<file path="src/rtl/if_slice_if.sv">
// if_slice_if: instruction-memory request/response bus between the fetch
// stage and the instruction memory.
//   imem_req   : fetch request valid (fetch -> memory)
//   imem_addr  : 16-bit word address, stable while imem_req=1 until imem_ack
//   imem_ack   : imem_rdata valid; completes the outstanding request
//   imem_rdata : fetched 16-bit instruction word
// Modports: master = fetch stage, slave = instruction memory.
interface if_slice_if;
    logic        imem_req;
    logic [15:0] imem_addr;
    logic        imem_ack;
    logic [15:0] imem_rdata;

    modport master (
        output imem_req,
        output imem_addr,
        input  imem_ack,
        input  imem_rdata
    );

    modport slave (
        input  imem_req,
        input  imem_addr,
        output imem_ack,
        output imem_rdata
    );
endinterface

</file>
<file path="src/rtl/if_slice.sv">
// if_slice: instruction-fetch stage of the 5-stage pipeline. Owns the PC,
// issues word-addressed fetches over a variable-latency memory bus, takes
// redirects from decode (Call/PCcall) and from the resolution stage
// (redir/redir_pc), holds its output under stall and injects FLUSH bubbles
// whenever no valid instruction is available.
//
// Ports:
//   clk       : clock, all state updates on posedge
//   rst       : synchronous active-low reset
//   imem      : instruction-memory bus (if_slice_if.master)
//   stall     : hold instr/PC_inc, accept no new fetch result
//   Call      : decode has a CALL, redirect to PCcall (ignored under stall)
//   PCcall    : call target
//   redir     : taken branch / return resolved later; wins over Call
//   redir_pc  : redirect target
//   instr     : registered instruction word to decode (BUBBLE if none)
//   PC_inc    : registered address of instr plus 1 (0 with a bubble)
//   halted    : fetch stopped after delivering a HLT word
//
// Configuration:
//   IF_HALT_DETECT_EN : when defined, a delivered 16'hFFFF word stops fetch
//                       (state HALTED, halted=1) until reset. When undefined,
//                       16'hFFFF is an ordinary word and halted stays 0.
module if_slice #(
    parameter logic [15:0] RESET_PC = 16'h0000,
    parameter logic [15:0] BUBBLE   = 16'hF000
) (
    input  logic              clk,
    input  logic              rst,
    if_slice_if.master        imem,
    input  logic              stall,
    input  logic              Call,
    input  logic [15:0]       PCcall,
    input  logic              redir,
    input  logic [15:0]       redir_pc,
    output logic [15:0]       instr,
    output logic [15:0]       PC_inc,
    output logic              halted
);

    localparam int unsigned W = 16;
    localparam logic [W-1:0] HLT_WORD = 16'hFFFF;

    typedef enum logic [1:0] {
        FETCH  = 2'd0,
        HOLD   = 2'd1,
        DRAIN  = 2'd2,
        HALTED = 2'd3
    } state_e;

    state_e       state;
    logic [W-1:0] pc;         // next address to fetch (redirect target while draining)
    logic [W-1:0] addr_q;     // address presented on the bus
    logic         req_q;
    logic [W-1:0] buf_word;   // word captured under stall
    logic [W-1:0] buf_pc;     // address of buf_word
    logic [W-1:0] instr_q;
    logic [W-1:0] pc_inc_q;
    logic         halted_q;

    logic         redirect_c;
    logic [W-1:0] target_c;
    logic         rdata_hlt_c;
    logic         buf_hlt_c;

    // Redirect selection: redir always wins; Call only counts when decode is not stalled.
    assign redirect_c = redir | (Call & ~stall);
    assign target_c   = redir ? redir_pc : PCcall;

    // HLT detection on the word about to be delivered (bus or stall buffer).
`ifdef IF_HALT_DETECT_EN
    assign rdata_hlt_c = (imem.imem_rdata == HLT_WORD);
    assign buf_hlt_c   = (buf_word == HLT_WORD);
`else
    assign rdata_hlt_c = 1'b0;
    assign buf_hlt_c   = 1'b0;
`endif

    // Fetch FSM with registered bus and decode-side outputs.
    always_ff @(posedge clk) begin
        if (!rst) begin
            state    <= FETCH;
            pc       <= RESET_PC;
            addr_q   <= RESET_PC;
            req_q    <= 1'b1;
            buf_word <= BUBBLE;
            buf_pc   <= '0;
            instr_q  <= BUBBLE;
            pc_inc_q <= '0;
            halted_q <= 1'b0;
        end else begin
            case (state)
                FETCH: begin
                    if (redirect_c) begin
                        pc       <= target_c;
                        instr_q  <= BUBBLE;
                        pc_inc_q <= '0;
                        if (imem.imem_ack) begin
                            // Request completes now; its data is dropped.
                            addr_q <= target_c;
                        end else begin
                            // Keep the abandoned address on the bus until it is acked.
                            state  <= DRAIN;
                        end
                    end else if (imem.imem_ack) begin
                        if (!stall) begin
                            instr_q  <= imem.imem_rdata;
                            pc_inc_q <= pc + 16'd1;
                            pc       <= pc + 16'd1;
                            addr_q   <= pc + 16'd1;
                            if (rdata_hlt_c) begin
                                state    <= HALTED;
                                req_q    <= 1'b0;
                                halted_q <= 1'b1;
                            end
                        end else begin
                            buf_word <= imem.imem_rdata;
                            buf_pc   <= pc;
                            req_q    <= 1'b0;
                            state    <= HOLD;
                        end
                    end else if (!stall) begin
                        instr_q  <= BUBBLE;
                        pc_inc_q <= '0;
                    end
                end

                HOLD: begin
                    if (redirect_c) begin
                        // Buffered word is discarded by leaving HOLD.
                        pc       <= target_c;
                        addr_q   <= target_c;
                        req_q    <= 1'b1;
                        instr_q  <= BUBBLE;
                        pc_inc_q <= '0;
                        state    <= FETCH;
                    end else if (!stall) begin
                        instr_q  <= buf_word;
                        pc_inc_q <= buf_pc + 16'd1;
                        pc       <= buf_pc + 16'd1;
                        addr_q   <= buf_pc + 16'd1;
                        if (buf_hlt_c) begin
                            halted_q <= 1'b1;
                            state    <= HALTED;
                        end else begin
                            req_q    <= 1'b1;
                            state    <= FETCH;
                        end
                    end
                end

                DRAIN: begin
                    if (redirect_c) begin
                        pc <= target_c;
                    end
                    if (imem.imem_ack) begin
                        // Stale data discarded; restart at the (possibly newer) target.
                        addr_q <= redirect_c ? target_c : pc;
                        state  <= FETCH;
                    end
                    if (redirect_c || !stall) begin
                        instr_q  <= BUBBLE;
                        pc_inc_q <= '0;
                    end
                end

                HALTED: begin
                    req_q    <= 1'b0;
                    instr_q  <= BUBBLE;
                    pc_inc_q <= '0;
                end

                default: begin
                    state    <= FETCH;
                    req_q    <= 1'b1;
                    addr_q   <= pc;
                    instr_q  <= BUBBLE;
                    pc_inc_q <= '0;
                end
            endcase
        end
    end

    assign imem.imem_req  = req_q;
    assign imem.imem_addr = addr_q;
    assign instr          = instr_q;
    assign PC_inc         = pc_inc_q;
    assign halted         = halted_q;

endmodule

</file>
<file path="src/flat_wrapper.sv">
// flat-port wrapper written by rule: the top's interface ports become plain ports
module if_slice_flat 
#(
    parameter logic [15:0] RESET_PC = 16'h0000,
    parameter logic [15:0] BUBBLE   = 16'hF000
)
  (clk, rst, stall, Call, PCcall, redir, redir_pc, instr, PC_inc, halted, imem_imem_req, imem_imem_addr, imem_imem_ack, imem_imem_rdata);
  if_slice_if imem_i ();
  input  logic clk;
  input  logic rst;
  input  logic stall;
  input  logic Call;
  input  logic [15:0] PCcall;
  input  logic redir;
  input  logic [15:0] redir_pc;
  output logic [15:0] instr;
  output logic [15:0] PC_inc;
  output logic halted;
  output wire logic [$bits(imem_i.imem_req)-1:0] imem_imem_req;
  output wire logic [$bits(imem_i.imem_addr)-1:0] imem_imem_addr;
  input wire logic [$bits(imem_i.imem_ack)-1:0] imem_imem_ack;
  input wire logic [$bits(imem_i.imem_rdata)-1:0] imem_imem_rdata;
  assign imem_imem_req = imem_i.imem_req;
  assign imem_imem_addr = imem_i.imem_addr;
  assign imem_i.imem_ack = imem_imem_ack;
  assign imem_i.imem_rdata = imem_imem_rdata;
  if_slice #(.RESET_PC(RESET_PC), .BUBBLE(BUBBLE)) u_core (.clk(clk), .rst(rst), .imem(imem_i), .stall(stall), .Call(Call), .PCcall(PCcall), .redir(redir), .redir_pc(redir_pc), .instr(instr), .PC_inc(PC_inc), .halted(halted));
endmodule
</file>
<file path="config.mk">
export PLATFORM = sky130hd
export DESIGN_NAME = if_slice_flat
export DESIGN_NICKNAME = d
export VERILOG_FILES = /design/src/rtl/if_slice_if.sv /design/src/rtl/if_slice.sv /design/src/flat_wrapper.sv
export SDC_FILE = /design/constraint.sdc
export NUM_CORES = 1
export LEC_CHECK = 0
export ABC_AREA = 0
export BUFFER_PORTS_ARGS = -buffer_cell sky130_fd_sc_hd__buf_2
export CORE_MARGIN = 10
export CORE_UTILIZATION = 40
export DETAILED_ROUTE_END_ITERATION = 16
export PLACE_DENSITY = 0.66
export SETUP_SLACK_MARGIN = 0.05
export SYNTH_ARGS = -nofsm -noshare
export SYNTH_HDL_FRONTEND = slang
export SYNTH_SLANG_ARGS = --single-unit
</file>
<file path="constraint.sdc">
create_clock -name clk -period 2.3 [get_ports clk]
set_input_delay 0 -clock clk [delete_from_list [all_inputs] [get_ports clk]]
set_output_delay 0 -clock clk [all_outputs]
set_load 0.01 [all_outputs]
</file>
==> results.yml, run 1 <==
power:
  p_total_mw: 5.377
  ir_drop_v: 0.0004540
  total_leakage_power_nw: 2.636
  power.density_nw_per_um2: 780.3
detailed_routing:
  top_layer: "met4"
  drt-met1-wl_um: 8621
  vias_per_cell: 5.800
  num_vias: 5852
  wl_met3_um: 1697
  ant_nets: 0
  wirelength_um: 19370
  drcViolationCount: 0
  wire_per_inst_um: 19.20
  drt_iter0_drc: 632
  firstDrtPassIters: 5
  wl_met2_um: 8635
sta:
  max-slew-margin-rel: 0.6288
  max_freq_mhz: 464.2
  fin_setup_tns_ns: 0
  setup_viol: 0
  worst_slew_pin_slew_ns: 0.5568
  min_period_ns: 2.154
  skew_ns: 0.008813
  hold_viol: 0
  rsz0062_at_grt: "yes"
  fin_crit_sh: 0.9365
  drv_slew: 0
setup_path:
  r2r_start: "u_core.state[0]"
  critPathArrivalTime_ns: 2.38
  critical_path_class: "flop to flop"
  critPathCaptureType: "flop"
  crit_fanout: 11
  r2r-end: "u_core.instr[14]"
  start_kind: "flop"
  rrSetupSlack_ns: 0.15
  required_ns: 2.53
  reg2regPathDepth: 6
worst_hold_path:
  hold_depth: 5
  min_path_type: "primary input to flop"
  worstHoldStart: "redir_pc[3]"
  min_to: "u_core.imem.imem_addr[3]"
global_route:
  grt_max_degree: 57
  grt-ovfl-total: 0
  track_usage: 0.2002
  grt_pass1_vias: 5601
  antenna_found_initial: 0
  grt_pass1_wl_um: 30010
synth:
  synth_top_cell_by_area: "dfxtp_1"
  synth_common_cells: "nand2_1 (127), dfxtp_1 (99), o21ai_0 (46)"
  yosys_most_used_dff: "dfxtp_1"
  synth_fp_nets: 772
  synthCells: 711
  yosysSeqAreaShare: 0.3582
  yosysTopAreaCellShare: 0.3582
  yosys_warnings: 0
  synth-edff-count: 0
  synth_most_common_cell: "nand2_1"
  yosys-top-cells-area: "dfxtp_1 (36%), nand2_1 (8.6%), a21boi_0 (4.6%)"
  netlist_area_sq_um: 5533
  async_reset_ff_frac: 0
  ys_seq_elements: 99
  syn_avg_cell_area_sq_um: 7.782
  ys_types: 66
outcome:
  outcome: "finished clean"
cts:
  clock_latency_ns: 0.36
  clk_pin_slew_ns: 0.08
  postCtsSetupRepairBufs: 0
  clock_sinks: 99
  clk_path_buf_depth: 2
  cts_tree: "yes"
  cts_buffers: 9
  cts-root-buf: "clkbuf_16"
  htree_levels: 3
run:
  max_cap_viol_count: 0
die:
  start_util: 0.4129
  die_h_um: 137.6
  io_pins: 104
  die_area_sq_um: 18940
  placementRows: 42
  core_area_sq_um: 13400
  die_w_um: 137.6
placement:
  dp_hpwl_um: 14310
  place.gp.congestion: 0.9545
  place_inst: 972
  numPortBuffers: 102
  post_dp_cell_area_sq_um: 6364
layout:
  syn_to_final_growth_pct: 24.56
  final_nets: 889
  fin_area_sq_um: 6892
  insertedDiodeCount: 0
  drive_gt1_frac: 0.2077
  fin_cells: 1009
## area by class of cell
type / count / area [sq um]
Inverter: 14 / 52.55
Multi-Input combinational cell: 541 / 3292
Clock inverter: 7 / 56.30
Clock buffer: 9 / 225.2
Sequential cell: 99 / 1983
Tap cell: 176 / 220.2
Fill cell: 1310 / 6509
Timing Repair Buffer: 163 / 1062
## sequential cells by signal (all words and copies together) (netlist names)
name and count:
u_core.buf_word 16, u_core.instr 16, u_core.imem.imem_addr 16, u_core.imem.imem_req 1, u_core.pc 16, u_core.state 2
u_core.buf_pc 16, u_core.PC_inc 16
## through the flow
stage / util / hold slack (ns) / worst slack (ns)
2_1_floorplan: - / 0.1242 / 0.2667
3_3_place_gp: 0.4749 / 0.2296 / 0.1970
3_5_place_dp: 0.4749 / 0.2374 / 0.1723
4_1_cts: 0.5116 / 0.05892 / 0.1624
6_report: 0.5143 / 0.07450 / 0.1459
5_1_grt: 0.5143 / 0.09185 / 0.02414
## placed cells by master (no fill, tap or decap), types with 18 or more instances in the layout
cell             n
dfxtp_1         98
a21boi_0        34
nand3_1         31
a21oi_1         36
o21ai_0         46
a22oi_1         18
nor3_1          24
nor2b_1         22
buf_4           36
dlygate4sd3_1   21
nand2_1        127
buf_2          102
## worst max-delay path, cell delays in order, from the launching register on
cell,delay [ns]
dfxtp_1,0.39
inv_1,0.09
ha_1,0.40
or3_1,0.53
o21ai_0,0.41
a21o_1,0.14
nand3_1,0.07
## metal layers
layer,GRT usage,vias up
met1,0.2643,2744
met2,0.3010,261
met4,0.06792,0
li1,-,2807
met3,0.06300,40
met5,0,-
## cell families after synthesis
kind of cell,Yosys count,synth area share
other cells,1,0.0006778
xor+xnor,24,0.03799
buf+inv,71,0.05337
flops,99,0.3582
mux,2,0.003618
simple gates,276,0.2386
fa+ha+maj,7,0.01583
compound gates,231,0.2917
## power breakdown
part | switching, mW | internal, mW
Combinational | 1.03 | 0.729
Clock | 0.735 | 0.754
Sequential | 0.206 | 1.93
## timing repair
action | in CTS | in global routing
hold buffers | 21 | 0
endpoints found under the setup margin | 0 | 11
endpoints found under the hold margin | 21 | 0
resized for setup | 0 | 7
## how the worst max path moves through the flow
| stage | slack (ns) | from | endpoint |
|---|---|---|---|
| 2_1_floorplan | 0.27 | u_core.state[1] | u_core.pc[8] |
| 3_3_place_gp | 0.20 | u_core.state[0] | u_core.pc[3] |
| 3_5_place_dp | 0.17 | u_core.state[0] | u_core.state[1] |
| 4_1_cts | 0.16 | u_core.pc[0] | u_core.pc[8] |
| 5_1_grt | 0.02 | u_core.pc[1] | u_core.pc[8] |
| 6_report | 0.15 | u_core.state[0] | u_core.instr[14] |
(Power assumes the default switching activity.)
==> run 2, diff against run 1 <==
--- a/config.mk
+++ b/config.mk
@@ -7,10 +7,12 @@
 export LEC_CHECK = 0
 export ABC_AREA = 0
 export BUFFER_PORTS_ARGS = -buffer_cell sky130_fd_sc_hd__buf_2
+export CELL_PAD_IN_SITES_DETAIL_PLACEMENT = 1
+export CELL_PAD_IN_SITES_GLOBAL_PLACEMENT = 2
 export CORE_MARGIN = 10
-export CORE_UTILIZATION = 40
+export CORE_UTILIZATION = 32
 export DETAILED_ROUTE_END_ITERATION = 16
-export PLACE_DENSITY = 0.66
+export PLACE_DENSITY = 0.85
 export SETUP_SLACK_MARGIN = 0.05
 export SYNTH_ARGS = -nofsm -noshare
 export SYNTH_HDL_FRONTEND = slang
==> run 2 against run 1 <==
  * Register-to-register slack is essentially flat
  * Sequential share of layout area shrank 0.35 points
  * Clock skew grew 0.0016 ns
  * Fmax shrank 0.56%
  * Largest power group unchanged
==> results.yml, run 2 (synthesis results as in run 1) <==
sta:
  max_freq_mhz: 461.6
  fin_crit_sh: 0.9418
  skew_ns: 0.01043
  fin_setup_tns_ns: 0
  hold_viol: 0
  setup_viol: 0
  rsz0062_at_grt: "yes"
  max-slew-margin-rel: 0.5072
  worst_slew_pin_slew_ns: 0.7365
  drv_slew: 0
  min_period_ns: 2.166
run:
  max_cap_viol_count: 0
detailed_routing:
  firstDrtPassIters: 4
  wire_per_inst_um: 21.26
  drt_iter0_drc: 410
  wirelength_um: 22540
  ant_nets: 0
  num_vias: 5981
  drcViolationCount: 0
  vias_per_cell: 5.642
worst_hold_path:
  min_path_type: "primary input to flop"
  min_to: "u_core.pc[4]"
  hold_depth: 3
  worstHoldStart: "redir_pc[4]"
setup_path:
  cpPeakStageDelay_ns: 0.40
  path_buf_inv: 3
  crit_fanout: 20
  reg2regPathDepth: 8
  crit_chain: "inv_1, ha_1, buf_4, o31ai_2, buf_12, o21ai_0, a21o_1, nand3_1"
  critical_path_class: "flop to flop"
  rrSetupSlack_ns: 0.13
  path_delay_family: "compound AO/OA/AOI/OAI gates"
  critPathArrivalTime_ns: 2.47
  slowest_stage: "dfxtp_1"
  required_ns: 2.61
  r2r-end: "u_core.instr[12]"
  start_kind: "flop"
  critPathCaptureType: "flop"
  r2r_start: "u_core.state[0]"
layout:
  fin_cells: 1060
  insertedDiodeCount: 0
  layout_commonest_cell: "nand2_1"
  mostFrequentLayoutCells: "nand2_1 (127), buf_2 (102), dfxtp_1 (96)"
  final_nets: 891
  drive_gt1_frac: 0.2144
  syn_to_final_growth_pct: 26.26
power:
  combPwrFrac: 0.325
  sw_frac_of_total: 0.3804
  ir_drop_v: 0.0004304
  p_switching_mw: 2.120
  power_frac_clock: 0.291
  power_frac_seq: 0.383
  power.density_nw_per_um2: 797.6
  total_leakage_power_nw: 2.657
  power.internal_mw: 3.452
die:
  die_h_um: 151.5
  die_w_um: 151.5
  die_area_sq_um: 22950
  core_area_sq_um: 17120
  io_pins: 104
  start_util: 0.3232
  placementRows: 48
global_route:
  grt_pass1_vias: 6218
  antenna_found_initial: 0
  track_usage: 0.1955
  grt-ovfl-total: 0
  grt_pass1_wl_um: 35340
  grt_max_degree: 57
cts:
  clk_pin_slew_ns: 0.08
  cts_tree: "yes"
  clk_path_buf_depth: 2
  clock_sinks: 99
  cts-root-buf: "clkbuf_16"
  cts_buffers: 9
  clock_latency_ns: 0.37
  htree_levels: 3
outcome:
  outcome: "finished clean"
placement:
  place_inst: 1022
  place.gp.congestion: 0.9591
  numPortBuffers: 102
  dp_hpwl_um: 16720
[run 2: tightest hold or removal path: cells and delay by family]
kind,cells,cell delay [ns]
buf+inv,1,0.10
compound gates,2,0.28
[run 2: worst max-delay path by stage]
stage                                to  slack (ns)             from  cells past startpoint
2_1_floorplan              u_core.pc[8]        0.27  u_core.state[1]                      8
3_3_place_gp               u_core.pc[8]        0.19     u_core.pc[0]                      6
6_report               u_core.instr[12]        0.13  u_core.state[0]                      8
3_5_place_dp            u_core.state[1]        0.12  u_core.state[1]                      7
5_1_grt        u_core.imem.imem_addr[8]        0.04  u_core.state[1]                      8
4_1_cts                 u_core.state[1]        0.09  u_core.state[1]                      7
[run 2: layer usage]
layer,wire [um],global-route usage
met5,0,0
met2,10570,0.3201
met4,388,0.05815
met3,1600,0.04574
met1,9976,0.2504
[run 2: power groups by stage]
stage / sequential, mW / combinational, mW / clock (mW)
2_1_floorplan: 2.15 / 1.01 / 0
3_3_place_gp: 2.15 / 1.70 / 0
3_5_place_dp: 2.16 / 1.74 / 0
4_1_cts: 2.13 / 1.79 / 1.65
5_1_grt: 2.16 / 1.98 / 1.73
6_report: 2.13 / 1.81 / 1.62
[run 2: layout make-up]
type / count / area, sq um
clock buffers: 9 / 225.2
clock inverters: 7 / 91.34
fillers: 2129 / 10130
inverters: 14 / 52.55
multi-input cells: 541 / 3284
flip-flops and latches: 99 / 1986
well taps: 225 / 281.5
repair buffers: 165 / 1065
[run 2: what timing repair did]
item | in CTS | in global routing
setup endpoints to repair | 0 | 23
hold endpoints to repair | 19 | 0
gates resized for setup | 0 | 10
setup buffers | 0 | 1
hold buffers | 21 | 0
[run 2: metrics by stage]
stage	hold slack [ns]	util	total power, mW	area (sq um)	setup slack [ns]
6_report	0.04929	0.4081	5.572	6985	0.1338
5_1_grt	0.08342	0.4081	5.872	6985	0.03737
4_1_cts	0.03845	0.4058	5.563	6947	0.08925
3_5_place_dp	0.2494	0.3751	3.907	6420	0.1224
3_3_place_gp	0.2343	0.3751	3.853	6420	0.1882
2_1_floorplan	0.1242	-	3.159	5533	0.2667
==> run 3, diff against run 2 <==
--- a/config.mk
+++ b/config.mk
@@ -6,12 +6,13 @@
 export NUM_CORES = 1
 export LEC_CHECK = 0
 export ABC_AREA = 0
-export BUFFER_PORTS_ARGS = -buffer_cell sky130_fd_sc_hd__buf_2
 export CELL_PAD_IN_SITES_DETAIL_PLACEMENT = 1
 export CELL_PAD_IN_SITES_GLOBAL_PLACEMENT = 2
 export CORE_MARGIN = 10
-export CORE_UTILIZATION = 32
+export CORE_UTILIZATION = 37
 export DETAILED_ROUTE_END_ITERATION = 16
+export DONT_BUFFER_PORTS = 1
+export MAX_ROUTING_LAYER = met4
 export PLACE_DENSITY = 0.85
 export SETUP_SLACK_MARGIN = 0.05
 export SYNTH_ARGS = -nofsm -noshare
==> run 3 against run 2 <==
  * Count of clock-buffer cells in the layout unchanged
  * Wire length down 4.0%
  * Final cell count down 13%
==> results.yml, run 3 (synthesis results as in run 1) <==
setup_path:
  start_kind: "flop"
  required_ns: 2.60
  critPathArrivalTime_ns: 2.39
  critical_path_class: "flop to flop"
  crit_fanout: 7
  critPathCaptureType: "flop"
sta:
  max-slew-margin-rel: 0.5166
  drv_slew: 0
  fin_setup_tns_ns: 0
  worst_slew_pin_slew_ns: 0.7157
  min_period_ns: 2.089
  skew_ns: 0.008892
  hold_viol: 0
  setup_viol: 0
  rsz0062_at_grt: "yes"
  fin_crit_sh: 0.9085
  max_freq_mhz: 478.6
cts:
  clock_latency_ns: 0.37
  htree_levels: 3
  cts_buffers: 9
  clk_pin_slew_ns: 0.08
  clk_path_buf_depth: 2
  cts_tree: "yes"
  cts-root-buf: "clkbuf_16"
  clock_sinks: 99
power:
  power_frac_clock: 0.284
  combPwrFrac: 0.297
  p_total_mw: 5.301
  ir_drop_v: 0.0003883
  power.density_nw_per_um2: 824.9
  power_frac_seq: 0.420
  total_leakage_power_nw: 2.213
  sw_frac_of_total: 0.3740
  power.internal_mw: 3.318
  p_switching_mw: 1.983
global_route:
  grt_pass1_wl_um: 33490
  antenna_found_initial: 0
  track_usage: 0.2159
  grt_pass1_vias: 5658
  grt_max_degree: 73
  grt-ovfl-total: 0
detailed_routing:
  wirelength_um: 21640
  drcViolationCount: 0
  ant_nets: 0
  num_vias: 5600
  wire_per_inst_um: 23.50
  vias_per_cell: 6.080
  firstDrtPassIters: 5
  drt_iter0_drc: 484
layout:
  register_area_sq_um: 1983
  final_nets: 793
  syn_to_final_growth_pct: 16.15
  drive_gt1_frac: 0.1031
  final_core_util: 0.4405
  multiInputGateArea_sq_um: 3278
  layout_commonest_cell: "nand2_1"
  fill_cells: 1777
  insertedDiodeCount: 0
  mostFrequentLayoutCells: "nand2_1 (127), dfxtp_1 (98), o21ai_0 (45)"
die:
  core_area_sq_um: 14590
  die_h_um: 142.3
  placementRows: 44
  start_util: 0.3792
  die_area_sq_um: 20250
  io_pins: 104
  die_w_um: 142.3
placement:
  numPortBuffers: 0
  place.gp.congestion: 0.9091
  dp_hpwl_um: 15720
run:
  max_cap_viol_count: 0
worst_hold_path:
  min_path_type: "primary input to flop"
outcome:
  outcome: "finished clean"
## run 3: power groups by stage
stage | clock network [mW] | registers (mW) | logic [mW]
2_1_floorplan | 0 | 2.15 | 1.01
3_3_place_gp | 0 | 2.25 | 1.42
3_5_place_dp | 0 | 2.26 | 1.46
4_1_cts | 1.54 | 2.22 | 1.54
5_1_grt | 1.62 | 2.26 | 1.72
6_report | 1.50 | 2.22 | 1.57
## run 3: what timing repair did
action | 4_1_cts | 5_1_grt
setup endpoints to repair | 0 | 18
endpoints found under the hold margin | 78 | 0
setup buffers | 0 | 0
hold buffers | 23 | 0
resized for setup | 0 | 8
## run 3: per-stage QoR
| step | hold slack, ns | cells | worst slack (ns) | instance area [sq um] |
|---|---|---|---|---|
| floorplan | 0.1242 | 711 | 0.2667 | 5533 |
| global placement | 0.07442 | 882 | 0.2037 | 5868 |
| detailed placement | 0.07764 | 882 | 0.1130 | 5868 |
| CTS | 0.003638 | 921 | 0.08593 | 6400 |
| global route | 0.02675 | 921 | 0.04952 | 6426 |
| finish | 0.008622 | 921 | 0.2105 | 6426 |
## run 3: path summary, 6_finish.rpt
kind	from	slack, ns	depth (start not counted)	endpoint
worst max-delay path	u_core.buf_pc[2]	0.21	6	u_core.imem.imem_addr[11]
worst min-delay path	imem_imem_rdata[7]	0.009	4	u_core.instr[7]
worst max register to register	u_core.buf_pc[2]	0.21	6	u_core.imem.imem_addr[11]
worst min register to register	u_core.buf_word[10]	0.47	2	u_core.buf_word[10]
## run 3: worst max-delay path, cell delays in order (launching register included)
cell and delay [ns]:
dfxtp_1 0.47, nand3_1 0.16, buf_4 0.18, o41ai_1 0.65, o2111ai_2 0.20, o311ai_1 0.14, a32o_1 0.24
## run 3: metal layers
metal,vias up,share of wire,track usage
li1,2617,-,-
met1,2731,0.44,0.2726
met2,217,0.45,0.3284
met3,35,0.091,0.06175
met4,0,0.020,0.06186
met5,-,0,-
## run 3: cell type report
class / instances / area share
multi-input cells: 541 / 0.5101
flip-flops and latches: 99 / 0.3086
repair buffers: 67 / 0.09307
well taps: 184 / 0.03583
clock buffers: 9 / 0.03505
clock inverters: 7 / 0.009151
inverters: 14 / 0.008178
